===== src/rtl/dbus_fabric_pkg.sv =====
// Shared types and constants for the single-outstanding peripheral bus fabric.
package dbus_fabric_pkg;

  typedef enum logic [1:0] {
    IDLE = 2'd0,
    WAIT = 2'd1,
    RESP = 2'd2
  } type_dbus_fab_state_e;

  localparam int          DEF_VEC_W = 1024;
  localparam logic [63:0] DEF_BASE0 = 64'h0000_0000_9000_0000;
  localparam logic [63:0] DEF_STEP  = 64'h0000_0000_0001_0000;
  localparam logic [63:0] DEF_MASK  = 64'h0000_0000_FFFF_0000;

  function automatic int slot_idx_w(input int n);
    return (n > 2) ? $clog2(n) : 1;
  endfunction

  // Default map packs slot i at bits [i*aw +: aw]; the caller casts to its width.
  function automatic logic [DEF_VEC_W-1:0] def_peri_base(input int n, input int aw);
    logic [DEF_VEC_W-1:0] v;
    logic [63:0]          lim;
    v   = '0;
    lim = (64'd1 << aw) - 64'd1;
    for (int i = 0; i < n; i++) begin
      v = v | (DEF_VEC_W'((DEF_BASE0 + DEF_STEP * 64'(i)) & lim) << (i * aw));
    end
    return v;
  endfunction

  function automatic logic [DEF_VEC_W-1:0] def_peri_mask(input int n, input int aw);
    logic [DEF_VEC_W-1:0] v;
    logic [63:0]          lim;
    v   = '0;
    lim = (64'd1 << aw) - 64'd1;
    for (int i = 0; i < n; i++) begin
      v = v | (DEF_VEC_W'(DEF_MASK & lim) << (i * aw));
    end
    return v;
  endfunction

endpackage


===== src/rtl/dbus_addr_decoder.sv =====
// Base/mask address decoder; overlapping windows resolve to the lowest slot index.
module dbus_addr_decoder
  import dbus_fabric_pkg::*;
#(
  parameter int NUM_PERI = 8,
  parameter int ADDR_W   = 32,
  parameter logic [NUM_PERI*ADDR_W-1:0] PERI_BASE =
    (NUM_PERI*ADDR_W)'(def_peri_base(NUM_PERI, ADDR_W)),
  parameter logic [NUM_PERI*ADDR_W-1:0] PERI_MASK =
    (NUM_PERI*ADDR_W)'(def_peri_mask(NUM_PERI, ADDR_W))
) (
  input  logic [ADDR_W-1:0]                 addr,
  output logic [NUM_PERI-1:0]               one_hot,
  output logic                              hit,
  output logic [slot_idx_w(NUM_PERI)-1:0]   idx
);

  localparam int IDX_W = slot_idx_w(NUM_PERI);

  logic [NUM_PERI-1:0] match;

  // Raw per-slot window match.
  always_comb begin
    match = '0;
    for (int i = 0; i < NUM_PERI; i++) begin
      match[i] = ((addr ^ PERI_BASE[i*ADDR_W +: ADDR_W]) & PERI_MASK[i*ADDR_W +: ADDR_W]) == '0;
    end
  end

  // Isolating the lowest set bit gives the priority winner directly.
  always_comb begin
    hit     = |match;
    one_hot = match & (~match + NUM_PERI'(1'b1));
    idx     = '0;
    for (int i = NUM_PERI - 1; i >= 0; i--) begin
      idx = match[i] ? IDX_W'(i) : idx;
    end
  end

endmodule


===== src/rtl/dbus_fabric_n.sv =====
// LSU-to-N-peripheral bus fabric, one transaction in flight.
// Optional WAIT timeout is enabled by defining DBUS_TIMEOUT_EN.
module dbus_fabric_n
  import dbus_fabric_pkg::*;
#(
  parameter int NUM_PERI = 8,
  parameter int ADDR_W   = 32,
  parameter int DATA_W   = 32,
  parameter logic [NUM_PERI*ADDR_W-1:0] PERI_BASE =
    (NUM_PERI*ADDR_W)'(def_peri_base(NUM_PERI, ADDR_W)),
  parameter logic [NUM_PERI*ADDR_W-1:0] PERI_MASK =
    (NUM_PERI*ADDR_W)'(def_peri_mask(NUM_PERI, ADDR_W)),
  parameter int TIMEOUT_CYCLES = 64
) (
  input  logic                         clk,
  input  logic                         rst,
  input  logic                         req_i,
  input  logic [ADDR_W-1:0]            addr_i,
  input  logic                         w_en_i,
  input  logic [DATA_W-1:0]            w_data_i,
  input  logic [DATA_W/8-1:0]          byte_en_i,
  output logic                         ack_o,
  output logic [DATA_W-1:0]            r_data_o,
  output logic                         err_o,
  output logic [NUM_PERI-1:0]          peri_sel_o,
  output logic [ADDR_W-1:0]            peri_addr_o,
  output logic                         peri_w_en_o,
  output logic [DATA_W-1:0]            peri_w_data_o,
  output logic [DATA_W/8-1:0]          peri_byte_en_o,
  input  logic [NUM_PERI-1:0]          peri_ack_i,
  input  logic [NUM_PERI*DATA_W-1:0]   peri_r_data_i
);

  localparam int IDX_W = slot_idx_w(NUM_PERI);

  type_dbus_fab_state_e state, state_nxt;
  logic [NUM_PERI-1:0]  dec_one_hot, sel_nxt;
  logic                 dec_hit;
  logic [IDX_W-1:0]     dec_idx, slot_idx;
  logic                 ack_nxt, err_nxt, load, sel_ack, timeout_hit;
  logic [DATA_W-1:0]    rdata_nxt, sel_data;

  dbus_addr_decoder #(
    .NUM_PERI  (NUM_PERI),
    .ADDR_W    (ADDR_W),
    .PERI_BASE (PERI_BASE),
    .PERI_MASK (PERI_MASK)
  ) u_dec (
    .addr    (addr_i),
    .one_hot (dec_one_hot),
    .hit     (dec_hit),
    .idx     (dec_idx)
  );

  // Only the selected slot's ack counts; the rest are masked out.
  assign sel_ack  = |(peri_ack_i & peri_sel_o);
  assign sel_data = peri_r_data_i[slot_idx*DATA_W +: DATA_W];

`ifdef DBUS_TIMEOUT_EN
  localparam int CNT_W = (TIMEOUT_CYCLES > 1) ? $clog2(TIMEOUT_CYCLES) : 1;
  logic [CNT_W-1:0] wait_cnt;

  // Counts WAIT cycles; held at zero elsewhere so every WAIT entry starts fresh.
  always_ff @(posedge clk or posedge rst) begin
    if (rst) begin
      wait_cnt <= '0;
    end else if (state == WAIT) begin
      wait_cnt <= wait_cnt + CNT_W'(1);
    end else begin
      wait_cnt <= '0;
    end
  end

  assign timeout_hit = (wait_cnt == CNT_W'(TIMEOUT_CYCLES - 1));
`else
  assign timeout_hit = 1'b0;
`endif

  // Next-state and next-response logic.
  always_comb begin
    state_nxt = state;
    sel_nxt   = peri_sel_o;
    ack_nxt   = 1'b0;
    err_nxt   = 1'b0;
    rdata_nxt = '0;
    load      = 1'b0;
    case (state)
      IDLE: begin
        if (req_i) begin
          load = 1'b1;
          if (dec_hit) begin
            state_nxt = WAIT;
            sel_nxt   = dec_one_hot;
          end else begin
            state_nxt = RESP;
            ack_nxt   = 1'b1;
            err_nxt   = 1'b1;
          end
        end else begin
          state_nxt = IDLE;
        end
      end
      WAIT: begin
        // A real ack beats an expiring timeout in the same cycle.
        if (sel_ack) begin
          state_nxt = RESP;
          sel_nxt   = '0;
          ack_nxt   = 1'b1;
          rdata_nxt = peri_w_en_o ? '0 : sel_data;
        end else if (timeout_hit) begin
          state_nxt = RESP;
          sel_nxt   = '0;
          ack_nxt   = 1'b1;
          err_nxt   = 1'b1;
        end else begin
          state_nxt = WAIT;
        end
      end
      RESP: begin
        state_nxt = IDLE;
      end
      default: begin
        state_nxt = IDLE;
        sel_nxt   = '0;
      end
    endcase
  end

  // State, response and peripheral-side registers.
  always_ff @(posedge clk or posedge rst) begin
    if (rst) begin
      state          <= IDLE;
      peri_sel_o     <= '0;
      ack_o          <= 1'b0;
      err_o          <= 1'b0;
      r_data_o       <= '0;
      peri_addr_o    <= '0;
      peri_w_en_o    <= 1'b0;
      peri_w_data_o  <= '0;
      peri_byte_en_o <= '0;
      slot_idx       <= '0;
    end else begin
      state      <= state_nxt;
      peri_sel_o <= sel_nxt;
      ack_o      <= ack_nxt;
      err_o      <= err_nxt;
      r_data_o   <= rdata_nxt;
      if (load) begin
        peri_addr_o    <= addr_i;
        peri_w_en_o    <= w_en_i;
        peri_w_data_o  <= w_data_i;
        peri_byte_en_o <= byte_en_i;
        slot_idx       <= dec_idx;
      end
    end
  end

endmodule


===== config.mk =====
export PLATFORM = sky130hd
export DESIGN_NAME = dbus_fabric_n
export DESIGN_NICKNAME = d
export VERILOG_FILES = /design/src/rtl/dbus_fabric_pkg.sv /design/src/rtl/dbus_addr_decoder.sv /design/src/rtl/dbus_fabric_n.sv
export SDC_FILE = /design/constraint.sdc
export NUM_CORES = 1
export LEC_CHECK = 0
export ABC_AREA = 1
export BUFFER_PORTS_ARGS = -buffer_cell sky130_fd_sc_hd__buf_4
export CAP_MARGIN = 10
export CORE_AREA = 2 2 172 174
export DETAILED_ROUTE_END_ITERATION = 8
export DIE_AREA = 0 0 174 176
export PLACE_DENSITY = 0.52
export SYNTH_ARGS = -nofsm -noshare
export SYNTH_HDL_FRONTEND = slang
export SYNTH_SLANG_ARGS = --single-unit

===== constraint.sdc =====
create_clock -name clk -period 8.57 [get_ports clk]
set_clock_uncertainty 0.15 [all_clocks]
set_input_delay 0.4285 -clock clk [delete_from_list [all_inputs] [get_ports clk]]
set_output_delay 0.4285 -clock clk [all_outputs]
set_load 0.01 [all_outputs]

Word level (Yosys, flattened, before mapping):

Cells that the tools add are included.

* logic and storage cells: 67
* flip-flop bits (word level): 116
* input port bits: 336
* output and inout port bits: 111

* reductions and logical operators: 12
* mux-type cells: 26
* bitwise operators: 12
* shift operators: 1
* add/subtract/negate cells: 1
* equal/unequal tests: 5

Operator list (count)
* zero test 32 bit: 8
* indexed part select 256 x 9 -> 32 bit: 1
* two-way mux 32 bit: 3
* two-way mux 3 bit: 8
* two-way mux 8 bit: 3
* one-hot mux 8 bit (3 select lines): 1
* AND 8 bit: 2
* OR reduction 8 bit: 2
* NOT 4 bit: 3
* NOT 3 bit: 3
* adder 8 x 1 -> 8 bit, second input constant: 1
* NOT 8 bit: 1
* two-way mux 1 bit: 6
* two-way mux 2 bit: 3
* inequality test 2 bit, second input constant: 3
* NOT 5 bit: 1
* one-hot mux 2 bit (2 select lines): 1
* AND reduction 4 bit: 1
* == test 2 x 1 -> 1 bit, second input constant: 1
* == test 2 bit, second input constant: 1
* zero test 2 bit: 1
* NOT 2 bit: 1
* one-hot mux 1 bit (2 select lines): 1
* NOT 1 bit: 1

Depth between registers and ports, before layout:

Gate-level depths: netlist of run 1.

* depth after elaboration: 10
* depth in mapped cells: 12
* depth with buffers taken out: 12

Modules after synthesis:

A second synthesis of run 1 with hierarchy kept.

* cells, all modules: 1120
* area total of the unflattened synthesis: 7482.2 um^2

Modules (own cells, without submodules)
* dbus_fabric_n: area an instance 7206.9 um^2, cells each 1061, times used 1, seq. area each 2877.8 um^2
* dbus_addr_decoder: area an instance 275.3 um^2, cells each 59, times used 1, seq. area each 0.0 um^2

Worst setup path after synthesis of run 1:

No wires, ideal clock.

* path kind: input-to-reg
* start point: input port addr_i[31]
* end point: register peri_sel_o[0]
* stages: 12
* setup time: 0.118 ns
* data arrival time: 1.313 ns
* path buffers: 0
* data required time: 8.302 ns
* path slack: 6.990 ns
* path through: inv_1 nor2_1 nand2_1 nor2_4 nand2_1 nand2_1 nor2_1 nand2_2 nand2_4 nand2_4 nand2_1 nand2_1

* word-level cells in the longest chain between the ends: 8
* elaborated cells on any way between the ends: 25
* classes of those cells: add/sub: 1; eq/ne: 1; mux: 3; bitwise: 10; reduce/logical: 10

RTL lines
* start, declared: line dbus_fabric_n.sv:18 `input logic [ADDR_W-1:0] addr_i,`
* NOT 2 bit (no source line)
* zero test 32 bit: line dbus_addr_decoder.sv:26 `match[i] = ((addr ^ PERI_BASE[i*ADDR_W +: ADDR_W]) & PERI_MASK[i*ADDR_W +: ADDR_W]) == '0;`
* NOT 8 bit: line dbus_addr_decoder.sv:33 `one_hot = match & (~match + NUM_PERI'(1'b1));`
* adder 8 x 1 -> 8 bit: line dbus_addr_decoder.sv:33
* AND 8 bit: line dbus_addr_decoder.sv:33
* two-way mux 8 bit: line dbus_fabric_n.sv:91 `if (dec_hit) begin`
* two-way mux 8 bit: line dbus_fabric_n.sv:89 `if (req_i) begin`
* one-hot mux 8 bit (3 select lines): line dbus_fabric_n.sv:87 `case (state)`
* end signal, assigned: line dbus_fabric_n.sv:144 `peri_sel_o <= sel_nxt;`
* end, declared: line dbus_fabric_n.sv:25 `output logic [NUM_PERI-1:0] peri_sel_o,`

Several ways; a longest one is shown, not always the timed one. The select of a mux whose other input is x is not followed.
A chain may end at the register's enable or synchronous reset.

Worst setup path in the final report of run 1:

* start point: register slot_idx[0]
* end point: register r_data_o[26]

* word-level cells in the longest chain between the ends: 4

RTL lines
* start, declared: line dbus_fabric_n.sv:39 `logic [IDX_W-1:0] dec_idx, slot_idx;`
* start signal, assigned: line dbus_fabric_n.sv:153 `slot_idx <= dec_idx;`
* indexed part select 256 x 9 -> 32 bit: line dbus_fabric_n.sv:57 `assign sel_data = peri_r_data_i[slot_idx*DATA_W +: DATA_W];`
* two-way mux 32 bit: line dbus_fabric_n.sv:109 `rdata_nxt = peri_w_en_o ? '0 : sel_data;`
* two-way mux 32 bit: line dbus_fabric_n.sv:105 `if (sel_ack) begin`
* two-way mux 32 bit: line dbus_fabric_n.sv:87
* named net rdata_nxt[26]: line dbus_fabric_n.sv:41 `logic [DATA_W-1:0] rdata_nxt, sel_data;`
* end signal, assigned: line dbus_fabric_n.sv:147 `r_data_o <= rdata_nxt;`
* end, declared: line dbus_fabric_n.sv:23 `output logic [DATA_W-1:0] r_data_o,`

The timed path passes the listed nets, and every way through them passes these cells.

==> impl_metrics.py, run 1 <==
metrics = {
    "finish": {
        "fin_area_um2": 11100,
        "final_nets": 1699,
        "post-route-util_pct": 38.8,
        "area_delta_synth_final_pct": 59.4,
        "layout-drive-gt1-share_pct": 39.0,
        "nFillCells": 3084,
    },
    "route": {
        "vias": 7900,
        "dr.first_iter.drc_count": 435,
        "drc": 0,
        "drt-vias-per-instance": 4.48,
        "drt_wl_total_mm": 30.8,
        "firstDrtPassIters": 6,
        "antenna_left": 0,
        "wire_per_inst_um": 17.5,
    },
    "logic_synthesis": {
        "synth-main-ff-cell": "dfrtp_1",
        "syn_area_um2": 6940,
        "synth_top_area_share_pct": 41.4,
        "synth-edff-count": 0,
        "syn_nets": 1290,
        "ys_seq_area_share_pct": 41.4,
        "yosys.area.top_type": "dfrtp_1",
        "synth_cell_types": 28,
        "synth_cells": 954,
        "async_flop_share_pct": 100,
        "synth.area.top_cells": "dfrtp_1, nand2_1, nor2_1",
        "synth_seq_cells": 115,
        "ys_warn_count": 0,
        "syn_avg_cell_area_um2": 7.28,
    },
    "placed_design": {
        "gp_congestion": 0.866,
        "place_area_um2": 10500,
        "port_buffers": 446,
        "dp_hpwl_mm": 22.9,
        "place_ws_ns": 5.70,
    },
    "clocking": {
        "numCtsBuffers": 17,
        "clock_path_buffers": 2,
        "insertion_delay_ns": 0.41,
        "ctsRootBufferMaster": "clkbuf_16",
        "cts_resized": 0,
        "cts_max_level": 4,
        "clk_pin_slew_ns": 0.07,
        "cts_hold_buf": 1,
        "post_cts_buffers": 0,
        "tritoncts": "done",
        "clock_sinks": 115,
    },
    "hold_path": {
        "hold_depth": 3,
        "hold_class": "in -> reg",
    },
    "setup_path": {
        "arrival_ns": 3.10,
        "cp_slowest_cell": "dfrtp_4",
        "required_ns": 8.75,
        "cp_max_fo": 73,
        "path_cells": "inv_2 -> buf_4 -> o21ai_0 -> o21ai_0 -> nand2_1 -> nand2_1 -> nor3b_2",
        "r2r_cells": 7,
        "cp_num_buf_inv": 2,
        "start_kind": "register",
        "cp_top_family": "buffers and inverters",
        "cp_num_cells": 7,
        "cp_slowest_stage_delay_ns": 0.72,
        "worstSetupPathType": "reg -> reg",
        "end_kind": "register",
    },
    "global_route": {
        "grt_pass1_vias": 7992,
        "grt_start_max_net_pins": 86,
        "grt_pass1_wl_mm": 46.2,
        "antenna_found_initial": 2,
        "grtUsageTotal_pct": 19.4,
        "gr-total-overflow": 0,
    },
    "timing": {
        "period_needed_ns": 2.91,
        "period_share_pct": 34.0,
        "rsz0062_at_grt": "no",
        "tns_ns": 0,
        "maxSlewHeadroom_pct": 42.6,
        "setup_violations": 0,
        "finalHoldViolCount": 0,
        "tightest_slew_ns": 0.861,
        "worst_slack_ns": 5.66,
        "slew_viol_final": 0,
        "fmax_mhz": 343,
    },
    "floorplanning": {
        "start_util_pct": 24.3,
        "row_count": 62,
        "coreArea_um2": 28500,
        "dieArea_um2": 30600,
        "ios": 447,
        "die_h_um": 176,
        "die_x_um": 174,
    },
    "pwr": {
        "intPower_mw": 1.17,
        "p_per_area_nw_per_um2": 149,
        "power.leakage_nw": 5.70,
        "p_switching_mw": 0.485,
        "p_seq_share_pct": 37.4,
        "comb_power_share_pct": 20.9,
        "swShare_pct": 29.3,
        "ir_drop_v": 0.0000860,
        "clock_power_share_pct": 41.8,
        "power_mw": 1.65,
    },
    "flow_run": {
        "drv_cap": 0,
    },
    "status": {
        "status": "finished clean",
    },
}
## flip-flops by register name, indices dropped and copies added (netlist names)
name            count
peri_addr_o        32
state               1
ack_o               1
peri_w_data_o      32
peri_byte_en_o      4
peri_sel_o          8
r_data_o           32
peri_w_en_o         1
err_o               1
slot_idx            3
## worst reg2reg max path, cell delays in order, from the launching register on
cell	delay [ns]
dfrtp_4	0.72
inv_2	0.48
buf_4	0.68
o21ai_0	0.38
o21ai_0	0.14
nand2_1	0.06
nand2_1	0.07
nor3b_2	0.14
## final cells by class
class,count,area [um^2],area share [%]
timing repair buffer,458,3440,31.1
antenna,2,5.00,0.0452
inverter,13,51.3,0.463
clock inverter,14,120,1.08
clock buffer,18,439,3.97
sequential,115,2890,26.1
multi-input combinational,758,3650,33.0
tap,384,480,4.34
## layer usage
layer / track usage, % / wire length [um] / up-vias
met4: 4.83 / 315 / 0
li1: - / - / 3918
met2: 33.6 / 15400 / 296
met3: 5.75 / 2270 / 18
met5: 0 / 0 / -
met1: 23.7 / 12800 / 3668
## layout by cell type (no fill, tap or decap), types with 2 or more instances in the layout
cell and n:
o21ai_0 107, nor2_4 2, nor3b_2 30, a22o_1 2
nand2_4 2, inv_6 6, dfrtp_1 112, dfrtp_4 2
clkinv_4 5, buf_4 457, nand2_2 2, inv_1 9
o21ai_1 31, nor2_2 3, inv_2 3, mux2i_1 32
diode_2 2, clkbuf_16 17, nor3b_1 2, nor2_1 158
nand3_1 11, o22ai_1 32, nand2_1 341
## logic make-up (layout without fill, tap and decap cells)
kind of cell / after synthesis / after routing / synth area share (%)
AOI/OAI and AO/OA: 173 / 173 / 13.2
buffers and inverters: 81 / 503 / 6.02
DFF: 115 / 115 / 41.4
and+or+nand+nor: 553 / 553 / 34.7
muxes: 32 / 32 / 4.61
other: 0 / 2 / 0
## metrics by stage
step | instances | hold slack (ns)
2_1_floorplan | 954 | 0.359
3_3_place_gp | 1727 | 0.308
3_5_place_dp | 1727 | 0.310
4_1_cts | 1760 | 0.0363
5_1_grt | 1762 | 0.0466
6_report | 1762 | 0.0526
## power groups by stage
stage | clock network (mW) | logic [mW] | registers (mW)
3_3_place_gp | 0 | 0.347 | 0.626
5_1_grt | 0.739 | 0.381 | 0.623
6_report | 0.690 | 0.345 | 0.617
3_5_place_dp | 0 | 0.351 | 0.625
4_1_cts | 0.713 | 0.351 | 0.618
2_1_floorplan | 0 | 0.100 | 0.646
## cell usage after synthesis (3+ instances only)
cell type	count
nand2_1	341
nor2_1	158
dfrtp_1	115
o21ai_0	107
mux2i_1	32
o22ai_1	32
clkbuf_1	31
o21ai_1	31
nor3b_2	30
buf_2	18
nand3_1	11
inv_1	10
buf_4	7
clkbuf_2	5
inv_2	3
nor2_2	3
## path summary, 6_finish.rpt
path                                       from         endpoint  slack (ns)
min in group asynchronous                   rst   peri_addr_o[7]        0.48
worst max register to register      slot_idx[0]     r_data_o[26]        5.66
max in group asynchronous                   rst      slot_idx[0]        6.23
worst min register to register  peri_addr_o[29]  peri_addr_o[29]        0.32
worst min-delay path                  addr_i[3]   peri_addr_o[3]        0.05
worst max-delay path                slot_idx[0]     r_data_o[26]        5.66
(Power assumes the default switching activity.)
==> inputs of run 2 (changes only) <==
CORE_AREA = 2 2 174 176   (was 2 2 172 174)
DIE_AREA = 0 0 176 178   (was 0 0 174 176)
PLACE_DENSITY = 0.51   (was 0.52)
clock period = 3 ns   (was 8.57 ns; I/O delays follow)
==> impl_metrics.py, run 2 (synthesis results as in run 1) <==
metrics = {
    "timing": {
        "hold_slack_ns": 0.0304,
        "fmax_mhz": 381,
        "rsz0062_at_grt": "no",
        "maxSlewHeadroom_pct": 34.6,
        "slew_viol_final": 0,
        "tns_ns": 0,
        "tightest_slew_ns": 0.981,
        "finalHoldViolCount": 0,
        "period_needed_ns": 2.63,
        "setup_violations": 0,
        "period_share_pct": 87.5,
    },
    "route": {
        "drt_wl_total_mm": 31.6,
        "drt-vias-per-instance": 4.44,
        "wire_per_inst_um": 17.2,
        "drc": 0,
        "firstDrtPassIters": 4,
        "vias": 8177,
        "dr.first_iter.drc_count": 430,
        "antenna_left": 0,
    },
    "pwr": {
        "p_per_area_nw_per_um2": 408,
        "ir_drop_v": 0.000289,
        "power.leakage_nw": 6.05,
    },
    "finish": {
        "area_delta_synth_final_pct": 71.8,
        "largestRegisters": "peri_addr_o: 32 flops, peri_w_data_o: 32 flops, r_data_o: 32 flops",
        "layout_commonest_cell": "buf_4",
        "final_nets": 1773,
        "final_cell_mix": "buf_4, nand2_1, nor2_1, dfrtp_1, o21ai_0",
        "layout-drive-gt1-share_pct": 37.1,
    },
    "clocking": {
        "cts_max_level": 4,
        "numCtsBuffers": 17,
        "tritoncts": "done",
        "clock_path_buffers": 2,
        "clock_sinks": 115,
        "ctsRootBufferMaster": "clkbuf_16",
        "post_cts_buffers": 0,
        "insertion_delay_ns": 0.42,
        "clk_pin_slew_ns": 0.06,
    },
    "hold_path": {
        "hold_depth": 5,
        "hold_end": "state[0]",
        "hold_class": "in -> reg",
        "min_from": "peri_ack_i[7]",
    },
    "placed_design": {
        "port_buffers": 446,
        "gp_congestion": 0.813,
        "dp_hpwl_mm": 23.1,
    },
    "flow_run": {
        "drv_cap": 0,
    },
    "floorplanning": {
        "row_count": 63,
        "ios": 447,
        "start_util_pct": 23.6,
        "dieArea_um2": 31300,
        "die_x_um": 176,
        "die_h_um": 178,
        "coreArea_um2": 29400,
    },
    "setup_path": {
        "arrival_ns": 2.74,
        "end_kind": "register",
        "reg2reg_slack_ns": 0.37,
        "cp_max_fo": 18,
        "r2r_end": "r_data_o[16]",
        "required_ns": 3.11,
        "worstSetupPathType": "reg -> reg",
        "r2r_cells": 8,
        "start_kind": "register",
        "r2r_start": "peri_sel_o[1]",
    },
    "global_route": {
        "grt_pass1_wl_mm": 46.7,
        "grt_pass1_vias": 8228,
        "gr-total-overflow": 0,
        "antenna_found_initial": 3,
        "grtUsageTotal_pct": 19.4,
        "grt_start_max_net_pins": 125,
    },
    "status": {
        "status": "finished clean",
    },
}
[run 2: stage by stage]
| stage | total power, mW | instances | setup slack [ns] | cell area, um^2 | utilization, % |
|---|---|---|---|---|---|
| global route | 5.14 | 1841 | 0.251 | 11900 | 40.6 |
| CTS | 4.95 | 1840 | 0.365 | 11900 | 40.6 |
| finish | 4.87 | 1842 | 0.374 | 11900 | 40.6 |
| detailed placement | 2.80 | 1735 | 0.556 | 10600 | 36.1 |
| floorplan | 2.13 | 954 | 1.30 | 6950 | - |
| global placement | 2.79 | 1735 | 0.593 | 10600 | 36.1 |
[run 2: what timing repair did]
| action | in CTS | in global routing |
|---|---|---|
| hold buffers | 73 | 0 |
| resized for setup | 0 | 0 |
| hold endpoints to repair | 100 | 0 |
[run 2: how the worst max path moves through the flow]
| stage | endpoint | slack (ns) | from |
|---|---|---|---|
| after floorplan | ack_o | 1.30 | rst |
| final | r_data_o[16] | 0.37 | peri_sel_o[1] |
| after global placement | r_data_o[19] | 0.59 | slot_idx[0] |
| after global routing | r_data_o[13] | 0.25 | peri_sel_o[1] |
| after CTS | r_data_o[5] | 0.36 | peri_sel_o[1] |
| after detailed placement | r_data_o[19] | 0.56 | slot_idx[0] |
[run 2: routing by layer]
layer | routed length [um] | track usage (%)
met5 | 0 | 0
met4 | 753 | 6.75
met3 | 2390 | 5.63
met2 | 15700 | 33.8
met1 | 12800 | 22.9
[run 2: final cells by class]
class / instances / area, um^2
clock inverter: 14 / 134
tap: 390 / 488
multi-input combinational: 758 / 3650
fill: 3073 / 17500
clock buffer: 18 / 439
inverter: 13 / 53.8
antenna: 2 / 5.00
sequential: 115 / 2890
timing repair buffer: 532 / 4280
[run 2: report_power, final]
group          internal [mW]  leakage, nW  switching [mW]  total [mW]
clock network           1.13        0.283           0.906        2.03
logic                  0.615         4.29           0.430        1.04
registers               1.68         1.48           0.111        1.79
[run 2: critical path, cell delays in order (launching register included)]
cell	delay (ns)
dfrtp_1	0.40
nand2_1	0.07
nand2_1	0.05
a221oi_1	0.31
dlygate4sd3_1	0.62
nand2_1	0.08
nand3_2	0.43
buf_12	0.26
nor3b_2	0.07
